$ cat config.mk
export PLATFORM = sky130hd
export DESIGN_NAME = cpu_state_dumper_flat
export DESIGN_NICKNAME = d
export VERILOG_FILES = /design/src/rtl/cpu_state_dumper_pkg.sv /design/src/rtl/cpu_state_dumper_if.sv /design/src/rtl/cpu_state_dumper_sat_counter32.sv /design/src/rtl/cpu_state_dumper.sv /design/src/flat_wrapper.sv
export SDC_FILE = /design/constraint.sdc
export NUM_CORES = 1
export LEC_CHECK = 0
export CORE_MARGIN = 10
export CORE_UTILIZATION = 40
export DETAILED_ROUTE_END_ITERATION = 8
export SYNTH_ARGS = -nofsm -noshare
export SYNTH_HDL_FRONTEND = slang
export SYNTH_SLANG_ARGS = --single-unit
$ cat constraint.sdc
create_clock -name clk_i -period 3.59 [get_ports clk_i]
set_input_delay 0.359 -clock clk_i [delete_from_list [all_inputs] [get_ports clk_i]]
set_output_delay 0.359 -clock clk_i [all_outputs]
set_load 0.02 [all_outputs]
$ cat src/rtl/cpu_state_dumper_pkg.sv
// cpu_dump_pkg: shared constants and types for the CPU state dumper.
// Holds the FSM state encoding, frame header magic and word offsets.
package cpu_dump_pkg;

  typedef enum logic [2:0] {
    ST_IDLE = 3'd0,
    ST_HDR  = 3'd1,
    ST_CNT  = 3'd2,
    ST_REG  = 3'd3,
    ST_MEM  = 3'd4,
    ST_CHK  = 3'd5
  } state_e;

  typedef logic [5:0] widx_t;

  localparam logic [15:0] HDR_MAGIC = 16'hD0D0;

  localparam widx_t OFF_CNT = 6'd1;
  localparam widx_t OFF_REG = 6'd5;
  localparam widx_t OFF_MEM = 6'd37;
  localparam widx_t OFF_CHK = 6'd45;

`ifdef DUMP_CHECKSUM_EN
  localparam widx_t FRAME_LEN = 6'd46;
`else
  localparam widx_t FRAME_LEN = 6'd45;
`endif

endpackage

$ cat src/rtl/cpu_state_dumper_if.sv
// Dump stream interface: 32-bit words with valid/ready and end-of-frame.
// master: dumper (drives data/valid/last); slave: host/UART bridge.
interface cpu_state_dumper_if;

  logic [31:0] dump_data_o;
  logic        dump_valid_o;
  logic        dump_ready_i;
  logic        dump_last_o;

  modport master (
    output dump_data_o,
    output dump_valid_o,
    output dump_last_o,
    input  dump_ready_i
  );

  modport slave (
    input  dump_data_o,
    input  dump_valid_o,
    input  dump_last_o,
    output dump_ready_i
  );

endinterface

$ cat src/rtl/cpu_state_dumper_sat_counter32.sv
// sat_counter32: 32-bit event counter that sticks at all-ones.
// Ports: clk_i, rst_i (async, active-low), en_i (count), cnt_o (value).
module sat_counter32 (
  input  logic        clk_i,
  input  logic        rst_i,
  input  logic        en_i,
  output logic [31:0] cnt_o
);

  logic [31:0] r_cnt;

  always_ff @(posedge clk_i or negedge rst_i) begin
    if (!rst_i) begin
      r_cnt <= '0;
    end else if (en_i && (r_cnt != '1)) begin
      r_cnt <= r_cnt + 32'd1;
    end
  end

  assign cnt_o = r_cnt;

endmodule

$ cat src/rtl/cpu_state_dumper.sv
// cpu_state_dumper: on start_i, streams a snapshot frame of CPU state:
// header, cycle/stall/flush counts, PC, x0..x31, dmem[0..NUM_DMEM-1].
// Ports: clk_i, rst_i (async, active-low), start_i, pc_i, stall_evt_i,
//  flush_evt_i, reg_addr_o/reg_data_i, dmem_addr_o/dmem_data_i,
//  busy_o, dump (stream master: data/valid/ready/last).
// Build option: DUMP_CHECKSUM_EN appends an XOR checksum word.
module cpu_state_dumper
  import cpu_dump_pkg::*;
#(
  parameter int NUM_REGS = 32,
  parameter int NUM_DMEM = 8,
  parameter int DATA_W   = 32
) (
  input  logic              clk_i,
  input  logic              rst_i,
  input  logic              start_i,
  input  logic [31:0]       pc_i,
  input  logic              stall_evt_i,
  input  logic              flush_evt_i,
  output logic [4:0]        reg_addr_o,
  input  logic [DATA_W-1:0] reg_data_i,
  output logic [4:0]        dmem_addr_o,
  input  logic [DATA_W-1:0] dmem_data_i,
  output logic              busy_o,
  cpu_state_dumper_if.master dump
);

  localparam widx_t L_REG_END = widx_t'(OFF_REG + NUM_REGS - 1);
  localparam widx_t L_MEM_END = widx_t'(OFF_MEM + NUM_DMEM - 1);

  logic [31:0] w_cyc;
  logic [31:0] w_stall;
  logic [31:0] w_flush;

  sat_counter32 u_cycle_cnt (
    .clk_i (clk_i),
    .rst_i (rst_i),
    .en_i  (1'b1),
    .cnt_o (w_cyc)
  );

  sat_counter32 u_stall_cnt (
    .clk_i (clk_i),
    .rst_i (rst_i),
    .en_i  (stall_evt_i),
    .cnt_o (w_stall)
  );

  sat_counter32 u_flush_cnt (
    .clk_i (clk_i),
    .rst_i (rst_i),
    .en_i  (flush_evt_i),
    .cnt_o (w_flush)
  );

  state_e      r_state;
  widx_t       r_nidx;
  logic [15:0] r_seq;
  logic [31:0] r_snap_cyc;
  logic [31:0] r_snap_stall;
  logic [31:0] r_snap_flush;
  logic [31:0] r_snap_pc;
  logic [31:0] r_data;
  logic        r_valid;
  logic        r_last;
  logic        r_busy;
  logic [4:0]  r_reg_addr;
  logic [4:0]  r_dmem_addr;
`ifdef DUMP_CHECKSUM_EN
  logic [31:0] r_chk;
`endif

  logic        w_load;
  logic        w_fin;
  widx_t       w_n1;
  logic [31:0] w_word;
  state_e      w_nst;
  logic [4:0]  w_raddr;
  logic [4:0]  w_maddr;

  // r_nidx is the index of the word the output register loads next.
  assign w_load = !r_valid || dump.dump_ready_i;
  assign w_fin  = r_valid && dump.dump_ready_i && r_last;
  assign w_n1   = r_nidx + 6'd1;

  always_comb begin
    w_word = '0;
    w_nst  = ST_IDLE;
    unique case (1'b1)
      (r_nidx == OFF_CNT): begin
        w_word = r_snap_cyc;
        w_nst  = ST_CNT;
      end
      (r_nidx == OFF_CNT + 6'd1): begin
        w_word = r_snap_stall;
        w_nst  = ST_CNT;
      end
      (r_nidx == OFF_CNT + 6'd2): begin
        w_word = r_snap_flush;
        w_nst  = ST_CNT;
      end
      (r_nidx == OFF_CNT + 6'd3): begin
        w_word = r_snap_pc;
        w_nst  = ST_CNT;
      end
      (r_nidx >= OFF_REG && r_nidx <= L_REG_END): begin
        w_word = reg_data_i;
        w_nst  = ST_REG;
      end
      (r_nidx >= OFF_MEM && r_nidx <= L_MEM_END): begin
        w_word = dmem_data_i;
        w_nst  = ST_MEM;
      end
`ifdef DUMP_CHECKSUM_EN
      (r_nidx == OFF_CHK): begin
        w_word = r_chk;
        w_nst  = ST_CHK;
      end
`endif
      default: begin
        w_word = '0;
        w_nst  = ST_IDLE;
      end
    endcase
  end

  // Read ports point at the word that the following load will fetch.
  always_comb begin
    w_raddr = '0;
    w_maddr = '0;
    if (w_n1 >= OFF_REG && w_n1 <= L_REG_END) begin
      w_raddr = 5'(w_n1 - OFF_REG);
    end
    if (w_n1 >= OFF_MEM && w_n1 <= L_MEM_END) begin
      w_maddr = 5'(w_n1 - OFF_MEM);
    end
  end

  always_ff @(posedge clk_i or negedge rst_i) begin
    if (!rst_i) begin
      r_state      <= ST_IDLE;
      r_nidx       <= '0;
      r_seq        <= '0;
      r_snap_cyc   <= '0;
      r_snap_stall <= '0;
      r_snap_flush <= '0;
      r_snap_pc    <= '0;
      r_data       <= '0;
      r_valid      <= 1'b0;
      r_last       <= 1'b0;
      r_busy       <= 1'b0;
      r_reg_addr   <= '0;
      r_dmem_addr  <= '0;
`ifdef DUMP_CHECKSUM_EN
      r_chk        <= '0;
`endif
    end else begin
      unique case (r_state)
        ST_IDLE: begin
          if (start_i) begin
            // Counters are sampled before this edge's events land.
            r_snap_cyc   <= w_cyc;
            r_snap_stall <= w_stall;
            r_snap_flush <= w_flush;
            r_snap_pc    <= pc_i;
            r_data       <= {HDR_MAGIC, r_seq};
            r_valid      <= 1'b1;
            r_last       <= 1'b0;
            r_busy       <= 1'b1;
            r_nidx       <= OFF_CNT;
            r_state      <= ST_HDR;
            r_reg_addr   <= '0;
            r_dmem_addr  <= '0;
`ifdef DUMP_CHECKSUM_EN
            r_chk        <= {HDR_MAGIC, r_seq};
`endif
          end
        end
        default: begin
          if (w_fin) begin
            r_data      <= '0;
            r_valid     <= 1'b0;
            r_last      <= 1'b0;
            r_busy      <= 1'b0;
            r_seq       <= r_seq + 16'd1;
            r_nidx      <= '0;
            r_state     <= ST_IDLE;
            r_reg_addr  <= '0;
            r_dmem_addr <= '0;
          end else if (w_load) begin
            r_data      <= w_word;
            r_last      <= (r_nidx == FRAME_LEN - 6'd1);
            r_nidx      <= w_n1;
            r_state     <= w_nst;
            r_reg_addr  <= w_raddr;
            r_dmem_addr <= w_maddr;
`ifdef DUMP_CHECKSUM_EN
            r_chk       <= r_chk ^ w_word;
`endif
          end
        end
      endcase
    end
  end

  assign reg_addr_o        = r_reg_addr;
  assign dmem_addr_o       = r_dmem_addr;
  assign busy_o            = r_busy;
  assign dump.dump_data_o  = r_data;
  assign dump.dump_valid_o = r_valid;
  assign dump.dump_last_o  = r_last;

endmodule

$ cat src/flat_wrapper.sv
// flat-port wrapper written by rule: the top's interface ports become plain ports
module cpu_state_dumper_flat import cpu_dump_pkg::*;
#(
  parameter int NUM_REGS = 32,
  parameter int NUM_DMEM = 8,
  parameter int DATA_W   = 32
)
  (clk_i, rst_i, start_i, pc_i, stall_evt_i, flush_evt_i, reg_addr_o, reg_data_i, dmem_addr_o, dmem_data_i, busy_o, dump_dump_data_o, dump_dump_valid_o, dump_dump_last_o, dump_dump_ready_i);
  cpu_state_dumper_if dump_i ();
  input  logic clk_i;
  input  logic rst_i;
  input  logic start_i;
  input  logic [31:0] pc_i;
  input  logic stall_evt_i;
  input  logic flush_evt_i;
  output logic [4:0] reg_addr_o;
  input  logic [DATA_W-1:0] reg_data_i;
  output logic [4:0] dmem_addr_o;
  input  logic [DATA_W-1:0] dmem_data_i;
  output logic busy_o;
  output wire logic [$bits(dump_i.dump_data_o)-1:0] dump_dump_data_o;
  output wire logic [$bits(dump_i.dump_valid_o)-1:0] dump_dump_valid_o;
  output wire logic [$bits(dump_i.dump_last_o)-1:0] dump_dump_last_o;
  input wire logic [$bits(dump_i.dump_ready_i)-1:0] dump_dump_ready_i;
  assign dump_dump_data_o = dump_i.dump_data_o;
  assign dump_dump_valid_o = dump_i.dump_valid_o;
  assign dump_dump_last_o = dump_i.dump_last_o;
  assign dump_i.dump_ready_i = dump_dump_ready_i;
  cpu_state_dumper #(.NUM_REGS(NUM_REGS), .NUM_DMEM(NUM_DMEM), .DATA_W(DATA_W)) u_core (.clk_i(clk_i), .rst_i(rst_i), .start_i(start_i), .pc_i(pc_i), .stall_evt_i(stall_evt_i), .flush_evt_i(flush_evt_i), .reg_addr_o(reg_addr_o), .reg_data_i(reg_data_i), .dmem_addr_o(dmem_addr_o), .dmem_data_i(dmem_data_i), .busy_o(busy_o), .dump(dump_i));
endmodule
==> flow_summary_export.csv, run 1 <==
group,metric,value,unit
outcome,status,"complete, no violations",
clock_tree,post-cts-setup-buffers,0,
power_and_ir_drop,power_leakage,7.19,nW
finish,nets,1436,
floorplan,die_w,205,um
route,drtAntennaViolNets,0,
floorplan,rows,67,
placed_design,pre_cts_ws,0.759,ns
setup_path,worst-path-stages,8,
clock_tree,numCtsBuffers,34,
worst_hold_path,hp-start,"pc_i[31]",
setup_path,reg2reg_depth,8,
floorplan,die_h,205,um
logic_synthesis,synth-seq-cells,293,
logic_synthesis,async_reset_ff_share,100,%
timing,fin_hold_ws,0.470,ns
placed_design,place_congestion,0.861,
setup_path,critPathTopFamily,"compound AO/OA/AOI/OAI gates",
clock_tree,cts-root-buf,"clkbuf_16",
setup_path,crit_path_end_kind,"register",
timing,fin_tns_setup,0,ns
worst_hold_path,worstHoldPathType,"in2reg",
clock_tree,clk_latency,0.50,ns
logic_synthesis,netlist.area_leader.share,53.8,%
setup_path,slowest_stage,"o22ai_2",
clock_tree,htree_levels,2,
logic_synthesis,avgSynthCellArea,11.6,um^2
finish,final_common_cell,"dfrtp_1",
grt,grt_overflow,0,
setup_path,critPathMaxFanout,18,
job,drv_cap,0,
floorplan,pin_count,147,
route,drcViolationCount,0,
setup_path,cpPeakStageDelay,0.83,ns
floorplan,start_util,40.6,%
timing,tightest_slew,1.06,ns
finish,drive_above_1_share,17.1,%
grt,grt_pass1_vias,9977,
route,via_count,9891,
clock_tree,cts.clk_slew.worst_paths,0.06,ns
clock_tree,numClockSinks,293,
floorplan,dieArea,0.0418,mm^2
power_and_ir_drop,power.density,700,mW/mm^2
timing,slew_headroom,29.2,%
setup_path,r2r_start,"u_core.r_nidx[0]$_DFFE_PN0P_",
grt,track_usage,17.7,%
timing,rsz0062_at_grt,"no",
grt,antenna_found_initial,0,
logic_synthesis,seq_area_frac_synth,53.8,%
setup_path,crit_path_frequent_cell,"a211oi_1",
setup_path,regToRegSetupSlack,0.68,ns
finish,syn_to_final_growth,23.4,%
timing,setup_ws,0.676,ns
timing,clock.fmax,343,MHz
timing,fin_crit,2.91,ns
logic_synthesis,synthCells,1178,
floorplan,core_region_area,0.0335,mm^2
setup_path,crit_required,3.98,ns
setup_path,critical_path_buf_inv_count,2,
setup_path,r2r-end,"u_core.dump.dump_data_o[9]$_DFFE_PN0P_",
logic_synthesis,yosys_warnings,0,
setup_path,worstPathCellList,"inv_1, ha_1, nand2b_1, a211oi_1, o22ai_2, buf_4, a221oi_1, a211oi_1",
setup_path,setup.worst_path.class,"reg2reg",
worst_hold_path,whs_path_depth,2,
route,avgViaCountPerCell,5.52,
finish,antenna_cells,0,
clock_tree,cts_tree,"yes",
grt,grt_pass1_wl,58800,um
logic_synthesis,synth_largest_area_cell,"dfrtp_1",
timing,fin_skew,0.0127,ns
logic_synthesis,ys_types,67,
setup_path,cp-start-kind,"register",
grt,grt_max_degree,138,
route,drt_iter0_markers,804,
route,drt-pass1-iter-count,5,
timing,hold_violations,0,
logic_synthesis,synth_area_leaders,"dfrtp_1 54%, mux2_2 11%, xnor2_1 5.1%",
route,drt_wl_total,37500,um
finish,most-common-layout-cells,"293 x dfrtp_1, 145 x clkdlybuf4s50_1, 131 x mux2_2, 106 x nand2_1, 79 x xnor2_1",
worst_hold_path,hold_end,"u_core.r_snap_pc[31]$_DFFE_PN0P_",
finish,layoutNonFillerInstCount,1793,
power_and_ir_drop,ir_drop,0.000461,V
logic_synthesis,synth_edf_count,0,
timing,drv_slew,0,
setup_path,worstPathArrival,3.31,ns
logic_synthesis,synth-main-ff-cell,"dfrtp_1",
logic_synthesis,syn_area,0.0136,mm^2
placed_design,port_buffers,146,
placed_design,dpl.hpwl,26700,um
timing,finalSetupViolCount,0,
logic_synthesis,synthesis.nets,1293,
route,wl_per_cell,20.9,um
placed_design,dp.cells,1732,
timing,min_period_over_period,81.2,%
clock_tree,clock_path_buffers,3,
==> through the flow <==
| step | cell area, um^2 | utilization [%] | total power, mW |
|---|---|---|---|
| 2_1_floorplan | 13600 | - | 6.79 |
| 3_3_place_gp | 15600 | 46.6 | 8.21 |
| 3_5_place_dp | 15600 | 46.6 | 8.28 |
| 4_1_cts | 16800 | 50.1 | 11.9 |
| 5_1_grt | 16800 | 50.1 | 12.4 |
| 6_report | 16800 | 50.1 | 11.8 |
==> state kept, by name, summed over array words and instances, names as in the netlist, 5 cells and up <==
| register | cells |
|---|---|
| u_core.u_stall_cnt.cnt_o | 32 |
| u_core.r_snap_pc | 32 |
| u_core.r_seq | 16 |
| u_core.dump.dump_data_o | 32 |
| u_core.r_snap_cyc | 32 |
| u_core.r_nidx | 6 |
| u_core.u_flush_cnt.cnt_o | 32 |
| u_core.u_cycle_cnt.cnt_o | 32 |
| u_core.reg_addr_o | 5 |
| u_core.r_snap_stall | 32 |
| u_core.r_snap_flush | 32 |
| u_core.dmem_addr_o | 5 |
==> cell usage after synthesis, types with 3 or more instances <==
master	count
a32o_1	6
mux2_2	131
nor4_2	3
and2_1	5
nor2_1	64
or3_1	4
a22o_1	22
nor3_1	15
nor2b_1	3
o22ai_1	8
xor2_1	32
a22oi_1	16
a221oi_1	32
dfrtp_1	293
buf_2	22
o31ai_1	3
and3_1	22
nand2_1	106
inv_1	15
nand3_1	55
nand2b_1	4
or2_2	4
nor4_1	4
nand4_1	49
clkbuf_1	36
xnor2_1	79
a21oi_1	6
nor4b_1	3
a211oi_1	17
o21ai_0	33
and4_1	11
ha_1	13
a31oi_1	3
a222oi_1	16
==> per-layer routing <==
metal | vias to the layer above | GRT usage (%) | routed length, um | share of wire [%]
met4 | 0 | 5.87 | 1040 | 2.8
met3 | 57 | 2.57 | 1650 | 4.4
met1 | 4951 | 24.4 | 17500 | 47
met2 | 246 | 27.8 | 17300 | 46
met5 | - | 0 | 0 | 0
li1 | 4637 | - | - | -
==> how the worst max path moves through the flow <==
stage	start	to
global placement	u_core.r_nidx[0]$_DFFE_PN0P_	u_core.dump.dump_data_o[1]$_DFFE_PN0P_
floorplan	u_core.r_nidx[0]$_DFFE_PN0P_	u_core.dump.dump_data_o[20]$_DFFE_PN0P_
finish	u_core.r_nidx[0]$_DFFE_PN0P_	u_core.dump.dump_data_o[9]$_DFFE_PN0P_
CTS	u_core.r_nidx[0]$_DFFE_PN0P_	u_core.dump.dump_data_o[9]$_DFFE_PN0P_
detailed placement	u_core.r_nidx[0]$_DFFE_PN0P_	u_core.dump.dump_data_o[9]$_DFFE_PN0P_
global route	u_core.r_nidx[0]$_DFFE_PN0P_	u_core.dump.dump_data_o[9]$_DFFE_PN0P_
==> logic make-up (layout without fill, tap and decap cells) <==
kind of cell	count (synthesis)	count (layout)	share of synthesized area, %
adders and majority gates	13	13	1.19
and+or+nand+nor	369	369	14.1
xor gates and xnor gates	111	111	7.14
AOI/OAI and AO/OA	181	181	10.3
muxes	132	132	10.9
buffers and inverters	79	246	2.51
DFF	293	293	53.8
==> power by group <==
part	internal, mW	total [mW]	switching [mW]
clock network	2.21	3.56	1.35
logic	1.65	3.83	2.18
registers	3.89	4.38	0.492
total	7.75	11.8	4.02
==> layout make-up <==
cell class | count | area [um^2]
clock buffers | 54 | 1050
fillers | 3004 | 16700
clock inverters | 6 | 109
well taps | 448 | 561
multi-input cells | 806 | 6000
inverters | 15 | 56.3
repair buffers | 171 | 1710
flip-flops and latches | 293 | 7330
==> repair_timing <==
action / CTS / global route
hold buffers: 1 / 0
setup endpoints to repair: 0 / 0
endpoints found under the hold margin: 69 / 0
gates resized for setup: 0 / 0
Power figures use the tool's default switching activity.
==> run 2: changes to the inputs <==
==> constraint.sdc (replaced) <==
create_clock -name clk_i -period 2.8 [get_ports clk_i]
set_input_delay 0.28 -clock clk_i [delete_from_list [all_inputs] [get_ports clk_i]]
set_output_delay 0.28 -clock clk_i [all_outputs]
set_load 0.02 [all_outputs]
==> run 2 against run 1 <==
Compared with the run above: utilization increased by 0.12 points; worst hold slack got worse by 0.10 ns; maximum frequency increased by 16%; sequential power increased by 29%; die area unchanged; clock-buffer cell count decreased by 11; non-clock buffer count increased by 12; combinational power increased by 32%; design area increased by 0.25%; sequential cell count unchanged; critical endpoint is now u_core.dump.dump_data_o[13]$_DFFE_PN0P_; largest cell class unchanged.
==> flow_summary_export.csv, run 2 (synthesized netlist as in run 1, its figures left out) <==
group,metric,value,unit
floorplan,dieArea,0.0418,mm^2
setup_path,crit_path_end_kind,"register",
clock_tree,cts-root-buf,"clkbuf_16",
placed_design,dp.cells,1744,
timing,hold_violations,0,
timing,fin_tns_setup,0,ns
grt,grt_pass1_wl,59300,um
setup_path,cpPeakStageDelay,0.45,ns
grt,grt_overflow,0,
route,drt_wl_total,37600,um
finish,most-common-layout-cells,"293 x dfrtp_1, 145 x clkdlybuf4s50_1, 131 x mux2_2, 106 x nand2_1, 79 x xnor2_1",
grt,grt_pass1_vias,9994,
setup_path,worstPathCellList,"inv_1, ha_1, nand2b_1, a211oi_1, o221ai_1, o31ai_4, buf_4, a211oi_1",
clock_tree,clk_latency,0.51,ns
route,drtAntennaViolNets,0,
power_and_ir_drop,intPower,9.68,mW
floorplan,die_h,205,um
floorplan,die_w,205,um
clock_tree,htree_levels,2,
clock_tree,cts_hold_buf,1,
floorplan,start_util,40.6,%
grt,antenna_found_initial,0,
finish,drive_above_1_share,18.2,%
power_and_ir_drop,seqPwrFrac,37.9,%
setup_path,cp-start-kind,"register",
outcome,status,"complete, no violations",
finish,seq_area,0.00733,mm^2
setup_path,setup.worst_path.class,"reg2reg",
clock_tree,post-cts-setup-buffers,0,
clock_tree,cts_tree,"yes",
power_and_ir_drop,power_leakage,7.23,nW
route,drcViolationCount,0,
timing,min_period_over_period,89.7,%
power_and_ir_drop,power.switching,5.30,mW
setup_path,worstPathArrival,2.89,ns
clock_tree,cts.clk_slew.worst_paths,0.06,ns
floorplan,pin_count,147,
clock_tree,postCtsResizedCells,0,
floorplan,rows,67,
timing,slew_headroom,52.7,%
power_and_ir_drop,power.density,889,mW/mm^2
route,drt-pass1-iter-count,5,
clock_tree,clock_path_buffers,3,
grt,grt_max_degree,91,
timing,finalSetupViolCount,0,
setup_path,worst-path-stages,8,
finish,final_util,50.2,%
route,wl_per_cell,20.8,um
placed_design,place_congestion,0.883,
setup_path,crit_required,3.18,ns
worst_hold_path,worstHoldPathType,"in2async",
finish,nets,1448,
finish,fill_cells,2993,
power_and_ir_drop,ir_drop,0.000499,V
floorplan,core_region_area,0.0335,mm^2
finish,layoutNonFillerInstCount,1805,
finish,syn_to_final_growth,23.7,%
timing,fin_skew,0.0161,ns
power_and_ir_drop,power_frac_comb,33.8,%
timing,drv_slew,0,
setup_path,slowest_stage,"dfrtp_1",
route,avgViaCountPerCell,5.51,
power_and_ir_drop,p_sw_share,35.4,%
setup_path,critPathTopFamily,"compound AO/OA/AOI/OAI gates",
setup_path,crit_path_frequent_cell,"a211oi_1",
finish,final_common_cell,"dfrtp_1",
timing,clock.fmax,398,MHz
route,drt_iter0_markers,734,
setup_path,critical_path_buf_inv_count,2,
clock_tree,numCtsBuffers,34,
route,via_count,9940,
timing,fin_crit,2.51,ns
placed_design,dpl.hpwl,27500,um
finish,multiInputGateArea,0.00600,mm^2
power_and_ir_drop,clkPwrFrac,28.3,%
setup_path,reg2reg_depth,8,
timing,tightest_slew,0.698,ns
timing,rsz0062_at_grt,"no",
finish,antenna_cells,0,
placed_design,port_buffers,146,
setup_path,critPathMaxFanout,14,
job,drv_cap,0,
grt,track_usage,17.9,%
clock_tree,numClockSinks,293,
[run 2: path summary, 6_finish.rpt]
kind                                                    from                                       to  slack [ns]
max in group asynchronous                              rst_i      u_core.r_snap_stall[11]$_DFFE_PN0P_        1.59
min in group clk_i                                  pc_i[12]         u_core.r_snap_pc[12]$_DFFE_PN0P_        0.38
worst min-delay path                                   rst_i  u_core.dump.dump_data_o[25]$_DFFE_PN0P_        0.37
worst max-delay path            u_core.r_nidx[1]$_DFFE_PN0P_  u_core.dump.dump_data_o[13]$_DFFE_PN0P_        0.29
worst min register to register  u_core.r_seq[15]$_DFFE_PN0P_             u_core.r_seq[15]$_DFFE_PN0P_        0.47
worst max register to register  u_core.r_nidx[1]$_DFFE_PN0P_  u_core.dump.dump_data_o[13]$_DFFE_PN0P_        0.29
[run 2: area by class of cell]
class	count	share of cell area (%)
inverter	15	0.334
tap	448	3.33
timing repair buffer	183	10.9
multi-input combinational	806	35.6
clock buffer	43	5.55
clock inverter	17	0.802
sequential	293	43.5
[run 2: per-stage QoR]
step | hold slack, ns | instance area [um^2] | power [mW] | worst slack (ns)
after floorplan | -0.0156 | 13600 | 8.70 | 0.372
after global placement | 0.359 | 15800 | 10.7 | 0.424
final | 0.368 | 16800 | 15.0 | 0.289
after global routing | 0.379 | 16800 | 15.8 | 0.200
after detailed placement | 0.354 | 15800 | 10.8 | 0.351
after CTS | 0.365 | 16800 | 15.1 | 0.328
[run 2: power groups by stage]
stage	clock network [mW]	registers [mW]	logic, mW
after floorplan	0	5.68	3.03
after global placement	0	5.73	5.00
after detailed placement	0	5.74	5.07
after CTS	4.33	5.67	5.09
after global routing	4.53	5.75	5.49
final	4.25	5.67	5.06
[run 2: layer usage]
metal | routed length, um | share of wire [%] | global-route usage (%) | vias to the layer above
met5 | 0 | 0 | 0 | -
met3 | 1910 | 5.1 | 2.81 | 46
met2 | 17600 | 47 | 28.4 | 249
met4 | 758 | 2.0 | 4.31 | 0
li1 | - | - | - | 4666
met1 | 17300 | 46 | 25.2 | 4979
